[src/rtl/mem_wb_stage.sv]
// rtl/mem_wb_stage.sv - MEM/WB pipeline stage with req/ack data-memory access and register write-back
// Non-memory ops write back one cycle after acceptance; loads and stores hold the stage in ACCESS until mem_ack.

module mem_wb_stage #(
  parameter int unsigned DATA_W      = 32,
  parameter int unsigned ADDR_W      = 16,
  parameter int unsigned REG_AW      = 5,
  parameter bit          ZERO_REG_EN = 1'b1
) (
  input  logic              clk,
  input  logic              rst,
  input  logic              ex_valid,
  output logic              ex_ready,
  input  logic              ex_mem_to_reg,
  input  logic              ex_mem_write,
  input  logic              ex_reg_write,
  input  logic [REG_AW-1:0] ex_rd,
  input  logic [DATA_W-1:0] ex_alu_result,
  input  logic [DATA_W-1:0] ex_store_data,
  output logic              mem_req,
  output logic              mem_we,
  output logic [ADDR_W-1:0] mem_addr,
  output logic [DATA_W-1:0] mem_wdata,
  input  logic [DATA_W-1:0] mem_rdata,
  input  logic              mem_ack,
  output logic              wb_we,
  output logic [REG_AW-1:0] wb_addr,
  output logic [DATA_W-1:0] wb_data,
  output logic [31:0]       retired,
  output logic              protocol_err
);

  typedef enum logic {IDLE, ACCESS} state_t;

  state_t              r_state;
  state_t              w_state_nxt;
  logic                r_load;
  logic                r_reg_write;
  logic [REG_AW-1:0]   r_rd;

  logic                w_accept;
  logic                w_is_mem;
  logic                w_ex_wb_ok;
  logic                w_mem_wb_ok;

  logic                w_mem_req_nxt;
  logic                w_mem_we_nxt;
  logic [ADDR_W-1:0]   w_mem_addr_nxt;
  logic [DATA_W-1:0]   w_mem_wdata_nxt;
  logic                w_wb_we_nxt;
  logic [REG_AW-1:0]   w_wb_addr_nxt;
  logic [DATA_W-1:0]   w_wb_data_nxt;
  logic [31:0]         w_retired_nxt;
  logic                w_perr_nxt;
  logic                w_load_nxt;
  logic                w_reg_write_nxt;
  logic [REG_AW-1:0]   w_rd_nxt;

  assign ex_ready    = (r_state == IDLE);
  assign w_accept    = ex_valid & ex_ready;
  assign w_is_mem    = ex_mem_to_reg | ex_mem_write;
  // Register 0 is hardwired when ZERO_REG_EN is set, so its writes are dropped.
  assign w_ex_wb_ok  = ex_reg_write & ~(ZERO_REG_EN && (ex_rd == '0));
  assign w_mem_wb_ok = r_load & r_reg_write & ~(ZERO_REG_EN && (r_rd == '0));

  always_comb begin
    w_state_nxt     = r_state;
    w_mem_req_nxt   = mem_req;
    w_mem_we_nxt    = mem_we;
    w_mem_addr_nxt  = mem_addr;
    w_mem_wdata_nxt = mem_wdata;
    w_wb_we_nxt     = 1'b0;
    w_wb_addr_nxt   = wb_addr;
    w_wb_data_nxt   = wb_data;
    w_retired_nxt   = retired;
    w_perr_nxt      = protocol_err | (mem_ack & (r_state == IDLE));
    w_load_nxt      = r_load;
    w_reg_write_nxt = r_reg_write;
    w_rd_nxt        = r_rd;

    case (r_state)
      IDLE: begin
        if (w_accept) begin
          if (w_is_mem) begin
            w_state_nxt     = ACCESS;
            w_mem_req_nxt   = 1'b1;
            w_mem_we_nxt    = ex_mem_write;
            w_mem_addr_nxt  = ex_alu_result[ADDR_W-1:0];
            w_mem_wdata_nxt = ex_store_data;
            // A store with mem_to_reg also set is still a store.
            w_load_nxt      = ex_mem_to_reg & ~ex_mem_write;
            w_reg_write_nxt = ex_reg_write;
            w_rd_nxt        = ex_rd;
          end else begin
            w_wb_we_nxt   = w_ex_wb_ok;
            w_retired_nxt = retired + 32'd1;
            if (w_ex_wb_ok) begin
              w_wb_addr_nxt = ex_rd;
              w_wb_data_nxt = ex_alu_result;
            end
          end
        end
      end
      ACCESS: begin
        if (mem_ack) begin
          w_state_nxt   = IDLE;
          w_mem_req_nxt = 1'b0;
          w_retired_nxt = retired + 32'd1;
          w_wb_we_nxt   = w_mem_wb_ok;
          if (w_mem_wb_ok) begin
            w_wb_addr_nxt = r_rd;
            w_wb_data_nxt = mem_rdata;
          end
        end
      end
      default: w_state_nxt = IDLE;
    endcase
  end

  always_ff @(posedge clk or posedge rst) begin
    if (rst) begin
      r_state      <= IDLE;
      mem_req      <= 1'b0;
      mem_we       <= 1'b0;
      mem_addr     <= '0;
      mem_wdata    <= '0;
      wb_we        <= 1'b0;
      wb_addr      <= '0;
      wb_data      <= '0;
      retired      <= '0;
      protocol_err <= 1'b0;
      r_load       <= 1'b0;
      r_reg_write  <= 1'b0;
      r_rd         <= '0;
    end else begin
      r_state      <= w_state_nxt;
      mem_req      <= w_mem_req_nxt;
      mem_we       <= w_mem_we_nxt;
      mem_addr     <= w_mem_addr_nxt;
      mem_wdata    <= w_mem_wdata_nxt;
      wb_we        <= w_wb_we_nxt;
      wb_addr      <= w_wb_addr_nxt;
      wb_data      <= w_wb_data_nxt;
      retired      <= w_retired_nxt;
      protocol_err <= w_perr_nxt;
      r_load       <= w_load_nxt;
      r_reg_write  <= w_reg_write_nxt;
      r_rd         <= w_rd_nxt;
    end
  end

endmodule

[config.mk]
export PLATFORM = sky130hd
export DESIGN_NAME = mem_wb_stage
export DESIGN_NICKNAME = d
export VERILOG_FILES = /design/src/rtl/mem_wb_stage.sv
export SDC_FILE = /design/constraint.sdc
export NUM_CORES = 1
export LEC_CHECK = 0
export ABC_AREA = 1
export CAP_MARGIN = 20
export CORE_ASPECT_RATIO = 1.1
export CORE_MARGIN = 2
export CORE_UTILIZATION = 35
export DETAILED_ROUTE_END_ITERATION = 10
export GPL_TIMING_DRIVEN = 0
export PLACE_DENSITY = 0.66
export SYNTH_ARGS = -nofsm -noshare
export SYNTH_HDL_FRONTEND = slang
export SYNTH_SLANG_ARGS = --single-unit
export TNS_END_PERCENT = 10
[constraint.sdc]
create_clock -name clk -period 8.8 [get_ports clk]
set_input_delay 0.88 -clock clk [delete_from_list [all_inputs] [get_ports clk]]
set_output_delay 0.88 -clock clk [all_outputs]
set_load 0.1 [all_outputs]
### Word level (Yosys, flattened, before mapping)

Cells that the tools add are included.

| word-level totals | value |
|---|---|
| register bits | 129 |
| logic and storage cells | 66 |
| output and inout port bits | 122 |
| bits of input ports | 108 |

| operators by class | value |
|---|---|
| bitwise gates (word level) | 12 |
| eq/ne operators | 6 |
| multiplexer cells | 28 |
| reduce and logical (&&, ||, !) cells | 6 |
| $add $sub $neg | 1 |

Operators with widths:

| kind | count |
|---|---|
| 32-bit two-way mux | 8 |
| 32-bit case mux with 2 select lines | 2 |
| 32-bit by 1-bit adder with 32-bit output (second input constant) | 1 |
| 5-bit two-way mux | 5 |
| 5-bit logical NOT | 2 |
| 5-bit case mux with 2 select lines | 1 |
| 1-bit two-way mux | 9 |
| 3-bit AND reduction | 3 |
| 2-bit by 1-bit != test with 1-bit output (second input constant) | 4 |
| 1-bit AND | 6 |
| 1-bit case mux with 2 select lines | 3 |
| 5-bit AND reduction | 1 |
| 2-bit != test (second input constant) | 2 |
| 1-bit inverter | 4 |
| 1-bit bitwise OR | 2 |

### Depth between registers and ports, before layout

Gate-level depths: netlist of the first run.

| logic depth | value |
|---|---|
| word-level depth | 7 |
| mapped depth | 10 |
| mapped depth without buffers | 9 |

### Worst setup path after synthesis of the first run

No wires, ideal clock.

| timing | value |
|---|---|
| path type | flip-flop to output port |
| start point | register r_state |
| end point | output ex_ready |
| cell stages (with the launch flop) | 4 |
| buffers on the path | 2 |
| slack | 6,283 ps |
| arrival time | 1,637 ps |
| required time | 7,920 ps |
| path through | dfrtp_1 > buf_6 > clkinv_1 > clkbuf_1 |

| on the way | value |
|---|---|
| longest elaborated chain between the ends | 1 |

Ends and longest elaborated chain:

| what | line | source |
|---|---|---|
| start, declared | 35 | `state_t r_state;` |
| start signal, assigned | 136 | `r_state <= w_state_nxt;` |
| 1-bit inverter (no line) | -- |  |
| end, declared | 13 | `output logic ex_ready,` |

Every way passes these cells.

### Final worst setup path of the first run

Ends and elaborated chain as after synthesis.

==> impl_metrics.py, run 1 <==
metrics = {
    "pwr": {
        "finalPower_mw": 3.17,
        "combPwrFrac": 0.541,
        "irDropWorstVdd_mv": 0.197,
        "power.share.clock": 0.193,
        "pwr-share-seq": 0.266,
        "powerDensity_mw_per_mm2": 350,
        "switchingPower_mw": 1.68,
        "intPower_mw": 1.50,
        "p_leak_nw": 4.40,
        "switching_share": 0.528,
    },
    "sta": {
        "fmax_mhz": 269,
        "finalHoldViolations": 0,
        "finalMaxSlewViolations": 0,
        "finalCriticalPeriod_ps": 3710,
        "rsz0062_at_grt": "no",
        "worstMarginPinSlew_ps": 1040,
        "skew_ps": 6.15,
        "report.final.setup_viol": 0,
        "relSlewSlack": 0.307,
        "setup_tns_ps": 0,
        "fin_crit_sh": 0.422,
    },
    "global_route": {
        "grt_max_degree": 77,
        "grtUsageMet2": 0.339,
        "busiest_layer": "met2",
        "grt_pass1_wl_um": 28700,
        "grt.overflow.total": 0,
        "grt_usage": 0.203,
        "grt_pass1_vias": 5643,
        "grt_use_met3": 0.0490,
        "gr-usage-met1": 0.252,
        "antenna_found_initial": 0,
    },
    "final_layout": {
        "fin_nets": 1122,
        "antennaDiodeCount": 0,
        "drive_above_1_share": 0.0577,
        "syn2layout_area_growth_pct": 51.6,
        "stdcell_area_mm2": 0.00907,
    },
    "floorplanning": {
        "fp.dieH_um": 141,
        "die_w_um": 129,
        "coreArea_mm2": 0.0169,
        "die_area_mm2": 0.0182,
        "initial_core_util": 0.354,
        "row_count": 50,
        "io_pins": 230,
    },
    "logic_synthesis": {
        "netlist_area_mm2": 0.00599,
        "synth_top_area_frac": 0.539,
        "synth_area_leaders": "dfrtp_1 54%, nand2_1 22%, nand3_1 4.8%",
        "synth_nets": 873,
        "yosysMostFrequentCell": "nand2_1",
        "syn_area_per_cell_um2": 7.83,
        "synth_edf_count": 0,
        "ys.flop_type": "dfrtp_1",
        "yosys_warnings": 0,
        "yosys.cell_types.count": 28,
        "synth_cells": 764,
        "synth_common_cells": "348 x nand2_1, 129 x dfrtp_1, 67 x inv_1",
        "yosys_register_bits": 129,
        "synth-async-reset-ratio": 1.00,
        "synth_top_area_cell": "dfrtp_1",
        "ys_seq_area_frac": 0.539,
    },
    "drt": {
        "drtIter0Drc": 292,
        "firstDrtPassIters": 4,
        "viasPerCell": 4.65,
        "ant_nets": 0,
        "drt_wl_total_um": 17900,
        "wl_per_cell_um": 14.6,
        "vias": 5719,
        "remaining_drc_errors": 0,
    },
    "cts": {
        "cts.path.max_buffers": 2,
        "cts_resized": 0,
        "cts-root-buf": "clkbuf_16",
        "post-cts-setup-buffers": 0,
        "cts_max_level": 4,
        "cts_tree": "built",
        "path_clk_slew_ps": 60,
        "cts_hold_buffers": 0,
        "clkLatencyLatePin_ps": 410,
        "cts.sinks": 129,
        "numCtsBuffers": 17,
    },
    "place": {
        "placed_area_mm2": 0.00857,
        "gp_congestion": 0.807,
        "dp_hpwl_um": 13300,
        "io_buffers": 229,
    },
    "setup_path": {
        "arrival_ps": 2830,
        "required_ps": 7920,
        "worstPathBufferInverterCount": 4,
        "cp-end-kind": "output port",
        "worst-setup-path-type": "reg -> out",
        "path_cells": "buf_6 > clkinv_1 > clkbuf_1 > clkdlybuf4s50_1",
        "slowest_stage": "clkdlybuf4s50_1",
        "startpoint_type": "register",
        "critPathTopFamily": "buffers and inverters",
        "max_stage_delay_ps": 1230,
        "crit_path_max_fanout": 10,
        "reg2reg_slack_ps": 7130,
    },
    "hold_path": {
        "hold_class": "reg -> reg",
    },
    "status": {
        "outcome": "finished, final reports clean",
    },
    "run": {
        "max-cap-violations": 0,
    },
}
worst register-to-register path, stage by stage (launching register included):
cell and delay (ps):
dfrtp_1 370, buf_6 150, nor3_4 390, inv_2 100, buf_2 210, buf_2 210
nand2_1 80, nand2_1 50
per-stage QoR:
step | util | worst slack (ps) | hold slack, ps | instances
after global routing | 0.537 | 4920 | 483 | 1230
after global placement | 0.505 | 2350 | 438 | 1201
after floorplan | - | 4480 | 442 | 764
after CTS | 0.537 | 5020 | 464 | 1230
after detailed placement | 0.507 | 5460 | 448 | 1202
final | 0.537 | 5090 | 464 | 1230
final timing paths:
path | cells after the start | start | end
worst max register to register | 7 | r_state | mem_wdata[7]
min in group asynchronous | 2 | rst | wb_data[21]
max in group asynchronous | 3 | rst | mem_we
worst min-delay path | 1 | protocol_err | protocol_err
worst max-delay path | 4 | r_state | ex_ready
worst min register to register | 1 | protocol_err | protocol_err
power by group through the flow:
stage	registers, mW	clock network (mW)	logic, mW
floorplan	1.91	0	0.216
global placement	0.847	0	1.72
detailed placement	0.853	0	1.72
CTS	0.846	0.628	1.73
global route	0.866	0.657	1.78
finish	0.845	0.613	1.72
layout by cell type (no fill, tap or decap), types with 2 or more instances in the layout:
cell type	instances
clkbuf_8	2
buf_2	17
clkdlybuf4s50_1	229
nand3_1	58
xnor2_1	11
clkbuf_16	17
nor3_1	5
nand3_2	2
nand2_1	348
clkinv_2	3
nand4_1	16
inv_1	66
dfrtp_1	129
xor2_1	2
nor2_1	28
clkinvlp_4	3
clkbuf_1	13
o21ai_0	46
o21ai_1	6
buf_6	2
buf_4	3
nor2_2	3
layer usage:
metal | vias up | wire [µm]
li1 | 2872 | -
met5 | - | 0
met1 | 2638 | 7770
met4 | 0 | 404
met3 | 25 | 1120
met2 | 184 | 8620
final cells by class:
| cell class | count | area [µm²] |
|---|---|---|
| Buffer | 32 | 168 |
| Clock buffer | 22 | 464 |
| Clock inverter | 6 | 37.5 |
| Fill cell | 1602 | 7820 |
| Inverter | 69 | 264 |
| Multi-Input combinational cell | 534 | 2330 |
| Sequential cell | 129 | 3230 |
| Tap cell | 208 | 260 |
| Timing Repair Buffer | 230 | 2320 |
cell families after synthesis:
kind of cell,synth area share
and+or+nand+nor,0.321
xor gates and xnor gates,0.0190
AOI/OAI and AO/OA,0.0468
adders and majority gates,0.00209
DFF,0.539
buffers and inverters,0.0713
state kept, by name, indices dropped and copies added, names as in the netlist:
signal and flops:
wb_data 32, r_load 1, r_rd 5, mem_req 1, wb_we 1, mem_we 1, mem_wdata 32, r_state 1
retired 32, protocol_err 1, r_reg_write 1, wb_addr 5, mem_addr 16
No activity file was read; power rests on OpenSTA's default activity.
==> run 2: changes to the inputs <==
- PLACE_DENSITY: 0.66 -> 0.69
- clock period: 8.8 -> 3.3 ns (I/O delays scaled with it)
==> run 2 against run 1 <==
Net effect: first-iteration DRC count is 2.4% lower; final cell count is 0.41% higher; clock power grew to 3.1 times the previous value; critical path depth stayed put; setup slack worse by 4500 ps; register-to-register slack worse by 5500 ps; combinational power grew to 2.7 times the previous value; via count is 1.0% higher; count of clock-buffer cells in the layout is 1 higher; sequential power grew to 2.7 times the previous value; sequential share of layout area is 0.51 points lower; utilization is 0.79 points higher; critical path type unchanged.
==> impl_metrics.py, run 2 (synthesis results as in run 1) <==
metrics = {
    "status": {
        "outcome": "finished, final reports clean",
    },
    "final_layout": {
        "layout_commonest_cell": "nand2_1",
        "multi_input_area_mm2": 0.00233,
        "largestRegisters": "mem_wdata: 32 flops, retired: 32 flops, wb_data: 32 flops",
        "nFillCells": 1593,
        "fin_nets": 1124,
        "syn2layout_area_growth_pct": 53.8,
        "final_core_util": 0.545,
        "regArea_mm2": 0.00323,
        "drive_above_1_share": 0.0643,
        "layout_common_cells": "348 x nand2_1, 228 x clkdlybuf4s50_1, 129 x dfrtp_1, 66 x inv_1, 58 x nand3_1",
        "antennaDiodeCount": 0,
    },
    "setup_path": {
        "max_stage_delay_ps": 820,
        "crit_path_end": "ex_ready",
        "arrival_ps": 2420,
        "reg2reg_to": "retired[22]",
        "crit_start": "r_state",
        "r2r_start": "retired[0]",
        "crit_path_max_fanout": 10,
        "cp-end-kind": "output port",
        "reg2reg_slack_ps": 1620,
        "path_cells": "buf_6 > clkinv_1 > clkbuf_1 > dlymetal6s2s_1",
        "required_ps": 2970,
        "slowest_stage": "dlymetal6s2s_1",
        "r2r_cells": 9,
        "worst-setup-path-type": "reg -> out",
        "startpoint_type": "register",
    },
    "global_route": {
        "antenna_found_initial": 0,
        "grt_pass1_vias": 5565,
        "grt_max_degree": 42,
        "grt_usage": 0.199,
        "grt.overflow.total": 0,
        "grt_pass1_wl_um": 28200,
    },
    "sta": {
        "finalCriticalPeriod_ps": 2750,
        "finalMaxSlewViolations": 0,
        "rsz0062_at_grt": "no",
        "fmax_mhz": 364,
        "report.final.setup_viol": 0,
        "skew_ps": 9.68,
        "relSlewSlack": 0.308,
        "setup_tns_ps": 0,
        "finalHoldViolations": 0,
        "worstMarginPinSlew_ps": 1030,
        "fin_crit_sh": 0.833,
    },
    "cts": {
        "clkLatencyLatePin_ps": 410,
        "cts-root-buf": "clkbuf_16",
        "cts_tree": "built",
        "path_clk_slew_ps": 60,
        "cts.sinks": 129,
        "numCtsBuffers": 17,
        "cts_max_level": 4,
        "cts.path.max_buffers": 2,
        "post-cts-setup-buffers": 0,
    },
    "run": {
        "max-cap-violations": 0,
    },
    "drt": {
        "vias": 5776,
        "ant_nets": 0,
        "wl_per_cell_um": 14.7,
        "remaining_drc_errors": 0,
        "viasPerCell": 4.68,
        "firstDrtPassIters": 4,
        "drtIter0Drc": 285,
        "drt_wl_total_um": 18100,
    },
    "hold_path": {
        "hold_class": "in -> async",
    },
    "floorplanning": {
        "row_count": 50,
        "io_pins": 230,
        "initial_core_util": 0.354,
        "coreArea_mm2": 0.0169,
        "fp.dieH_um": 141,
        "die_w_um": 129,
        "die_area_mm2": 0.0182,
    },
    "pwr": {
        "powerDensity_mw_per_mm2": 948,
        "p_leak_nw": 4.47,
        "irDropWorstVdd_mv": 0.484,
    },
    "place": {
        "gp_congestion": 0.842,
        "dp_hpwl_um": 13500,
        "io_buffers": 229,
    },
}
-- run 2: stage by stage --
stage                     setup WS (ps)  hold slack (ps)  cell area (µm²)  total power, mW  instances
after floorplan                    1220              426             5990             5.68        764
after global placement             69.0              440             8540             6.83       1201
after detailed placement            509              447             8600             6.87       1204
after CTS                          58.5              304             9200             8.80       1235
after global routing                390              315             9210             9.07       1235
final                               551              297             9210             8.73       1235
-- run 2: how the worst min path moves through the flow --
stage,startpoint,to,slack (ps)
finish,rst,wb_data[23],300
detailed placement,protocol_err,protocol_err,450
global placement,protocol_err,protocol_err,440
floorplan,mem_ack,r_state,430
CTS,rst,retired[6],300
global route,rst,retired[6],310
-- run 2: what timing repair did --
action                                  in CTS  in global routing
endpoints found under the setup margin       0                  1
hold buffers                                 0                  0
gates resized for setup                      0                  1
-- run 2: cell type report --
type,count,share of cell area
plain buffers,32,0.0182
well taps,208,0.0283
clock inverters,8,0.0111
flip-flops and latches,129,0.351
inverters,69,0.0285
clock buffers,23,0.0541
repair buffers,232,0.256
multi-input cells,534,0.253
-- run 2: where the power goes --
group	internal (mW)	switching, mW
clock network	1.21	0.687
logic	1.03	3.56
registers	1.99	0.259
total	4.23	4.50
-- run 2: worst max-delay path: cells and delay by family (launching register included) --
kind,cells,cell delay (ps)
DFF,1,370
buffers and inverters,4,1630
-- run 2: layer usage --
metal,global-route usage,vias up,share of wire
li1,-,2887,-
met1,0.243,2663,0.42
met2,0.336,199,0.48
met3,0.0516,27,0.077
met4,0.0761,0,0.022
met5,0,-,0
==> run 3: changes to the inputs <==
- PLACE_DENSITY: 0.69 -> 0.66
- clock period: 3.3 -> 2.7 ns (I/O delays scaled with it)
==> run 3 against run 2 <==
Net effect: via count is 0.87% higher; highest routed layer unchanged; wire length decreased by 1.7%; global-route usage grew 0.25 points; sequential power increased by 22%; first-iteration DRC count fell by 2.1%; largest cell class unchanged; setup slack worse by 370 ps; clock skew shrank 3.3 ps.
==> impl_metrics.py, run 3 (synthesis results as in run 1) <==
metrics = {
    "cts": {
        "cts_max_level": 4,
        "cts.sinks": 129,
        "clkLatencyLatePin_ps": 420,
        "cts_tree": "built",
        "cts-root-buf": "clkbuf_16",
        "numCtsBuffers": 17,
        "post-cts-setup-buffers": 0,
        "cts.path.max_buffers": 2,
        "path_clk_slew_ps": 60,
    },
    "sta": {
        "finalMaxSlewViolations": 0,
        "finalHoldViolations": 0,
        "fmax_mhz": 397,
        "holdWs_ps": 247,
        "relSlewSlack": 0.317,
        "fin_crit_sh": 0.934,
        "skew_ps": 6.42,
        "report.final.setup_viol": 0,
        "worstMarginPinSlew_ps": 1020,
        "rsz0062_at_grt": "no",
        "finalCriticalPeriod_ps": 2520,
    },
    "final_layout": {
        "stdcell_area_mm2": 0.00922,
        "layout_commonest_cell": "nand2_1",
        "fin_nets": 1124,
        "nFillCells": 1604,
        "largestRegisters": "mem_wdata: 32 flops, retired: 32 flops, wb_data: 32 flops",
        "antennaDiodeCount": 0,
        "drive_above_1_share": 0.0661,
        "layout_common_cells": "348 x nand2_1, 228 x clkdlybuf4s50_1, 129 x dfrtp_1, 66 x inv_1, 58 x nand3_1",
        "syn2layout_area_growth_pct": 54.0,
    },
    "place": {
        "placed_area_mm2": 0.00860,
        "gp_congestion": 0.825,
        "io_buffers": 229,
        "dp_hpwl_um": 13300,
    },
    "setup_path": {
        "startpoint_type": "register",
        "arrival_ps": 2250,
        "cp-end-kind": "output port",
        "required_ps": 2430,
        "r2r_cells": 6,
        "crit_path_max_fanout": 10,
        "worst-setup-path-type": "reg -> out",
    },
    "global_route": {
        "grt_pass1_wl_um": 28600,
        "grt.overflow.total": 0,
        "grt_max_degree": 41,
        "antenna_found_initial": 0,
        "grt_usage": 0.201,
        "grt_pass1_vias": 5575,
    },
    "floorplanning": {
        "initial_core_util": 0.354,
        "io_pins": 230,
        "coreArea_mm2": 0.0169,
        "fp.dieH_um": 141,
        "die_w_um": 129,
        "die_area_mm2": 0.0182,
        "row_count": 50,
    },
    "drt": {
        "ant_nets": 0,
        "vias": 5826,
        "drtIter0Drc": 279,
        "viasPerCell": 4.71,
        "wl_per_cell_um": 14.4,
        "drt_wl_total_um": 17800,
        "remaining_drc_errors": 0,
        "firstDrtPassIters": 5,
    },
    "run": {
        "max-cap-violations": 0,
    },
    "hold_path": {
        "hold_class": "in -> async",
    },
    "status": {
        "outcome": "finished, final reports clean",
    },
    "pwr": {
        "irDropWorstVdd_mv": 0.654,
        "p_leak_nw": 4.46,
        "powerDensity_mw_per_mm2": 1160,
    },
}
==> run 3: critical path, cell delays in order, from the launching register on <==
cell and delay [ps]:
dfrtp_1 370, buf_6 140, clkinv_1 190, clkbuf_1 490, clkdlybuf4s15_2 640
==> run 3: timing repair <==
| action | 4_1_cts | 5_1_grt |
|---|---|---|
| hold buffers | 0 | 0 |
| endpoints found under the setup margin | 1 | 0 |
| gates resized for setup | 3 | 0 |
==> run 3: worst paths after layout <==
check	slack (ps)	endpoint	from
worst min-delay path	250	retired[3]	rst
max in group asynchronous	1610	wb_data[3]	rst
worst max register to register	1030	retired[24]	retired[9]
worst max-delay path	180	ex_ready	r_state
min in group clk	380	mem_wdata[15]	ex_store_data[15]
worst min register to register	460	protocol_err	protocol_err
==> run 3: layer usage <==
layer  wire, µm  track usage  vias up
met2       8510        0.339      217
met3       1310       0.0505       17
met4        219       0.0652        0
met1       7800        0.253     2696
met5          0            0        -
li1           -            -     2896
==> run 3: cell type report <==
class,instances,area (µm²),share of cell area
Buffer,32,168,0.0182
Clock buffer,20,457,0.0495
Clock inverter,12,159,0.0172
Inverter,69,263,0.0285
Multi-Input combinational cell,534,2330,0.253
Sequential cell,129,3230,0.350
Tap cell,208,260,0.0282
Timing Repair Buffer,232,2350,0.255
==> run 3: per-stage QoR <==
stage | instances | worst slack (ps) | utilization | power (mW) | TNS [ps]
6_report | 1236 | 178 | 0.546 | 10.7 | 0
2_1_floorplan | 764 | 618 | - | 6.94 | 0
3_5_place_dp | 1204 | -21.5 | 0.509 | 8.40 | -21.5
5_1_grt | 1236 | 58.3 | 0.546 | 11.2 | 0
3_3_place_gp | 1201 | -506 | 0.506 | 8.36 | -63730
4_1_cts | 1236 | 124 | 0.546 | 10.8 | 0
==> run 3: power breakdown <==
part / leakage (nW) / switching [mW] / internal (mW) / total (mW)
Combinational: 2.53 / 4.35 / 1.25 / 5.60
Sequential: 1.65 / 0.311 / 2.43 / 2.75
Clock: 0.284 / 0.878 / 1.50 / 2.38
Total: 4.46 / 5.54 / 5.19 / 10.7
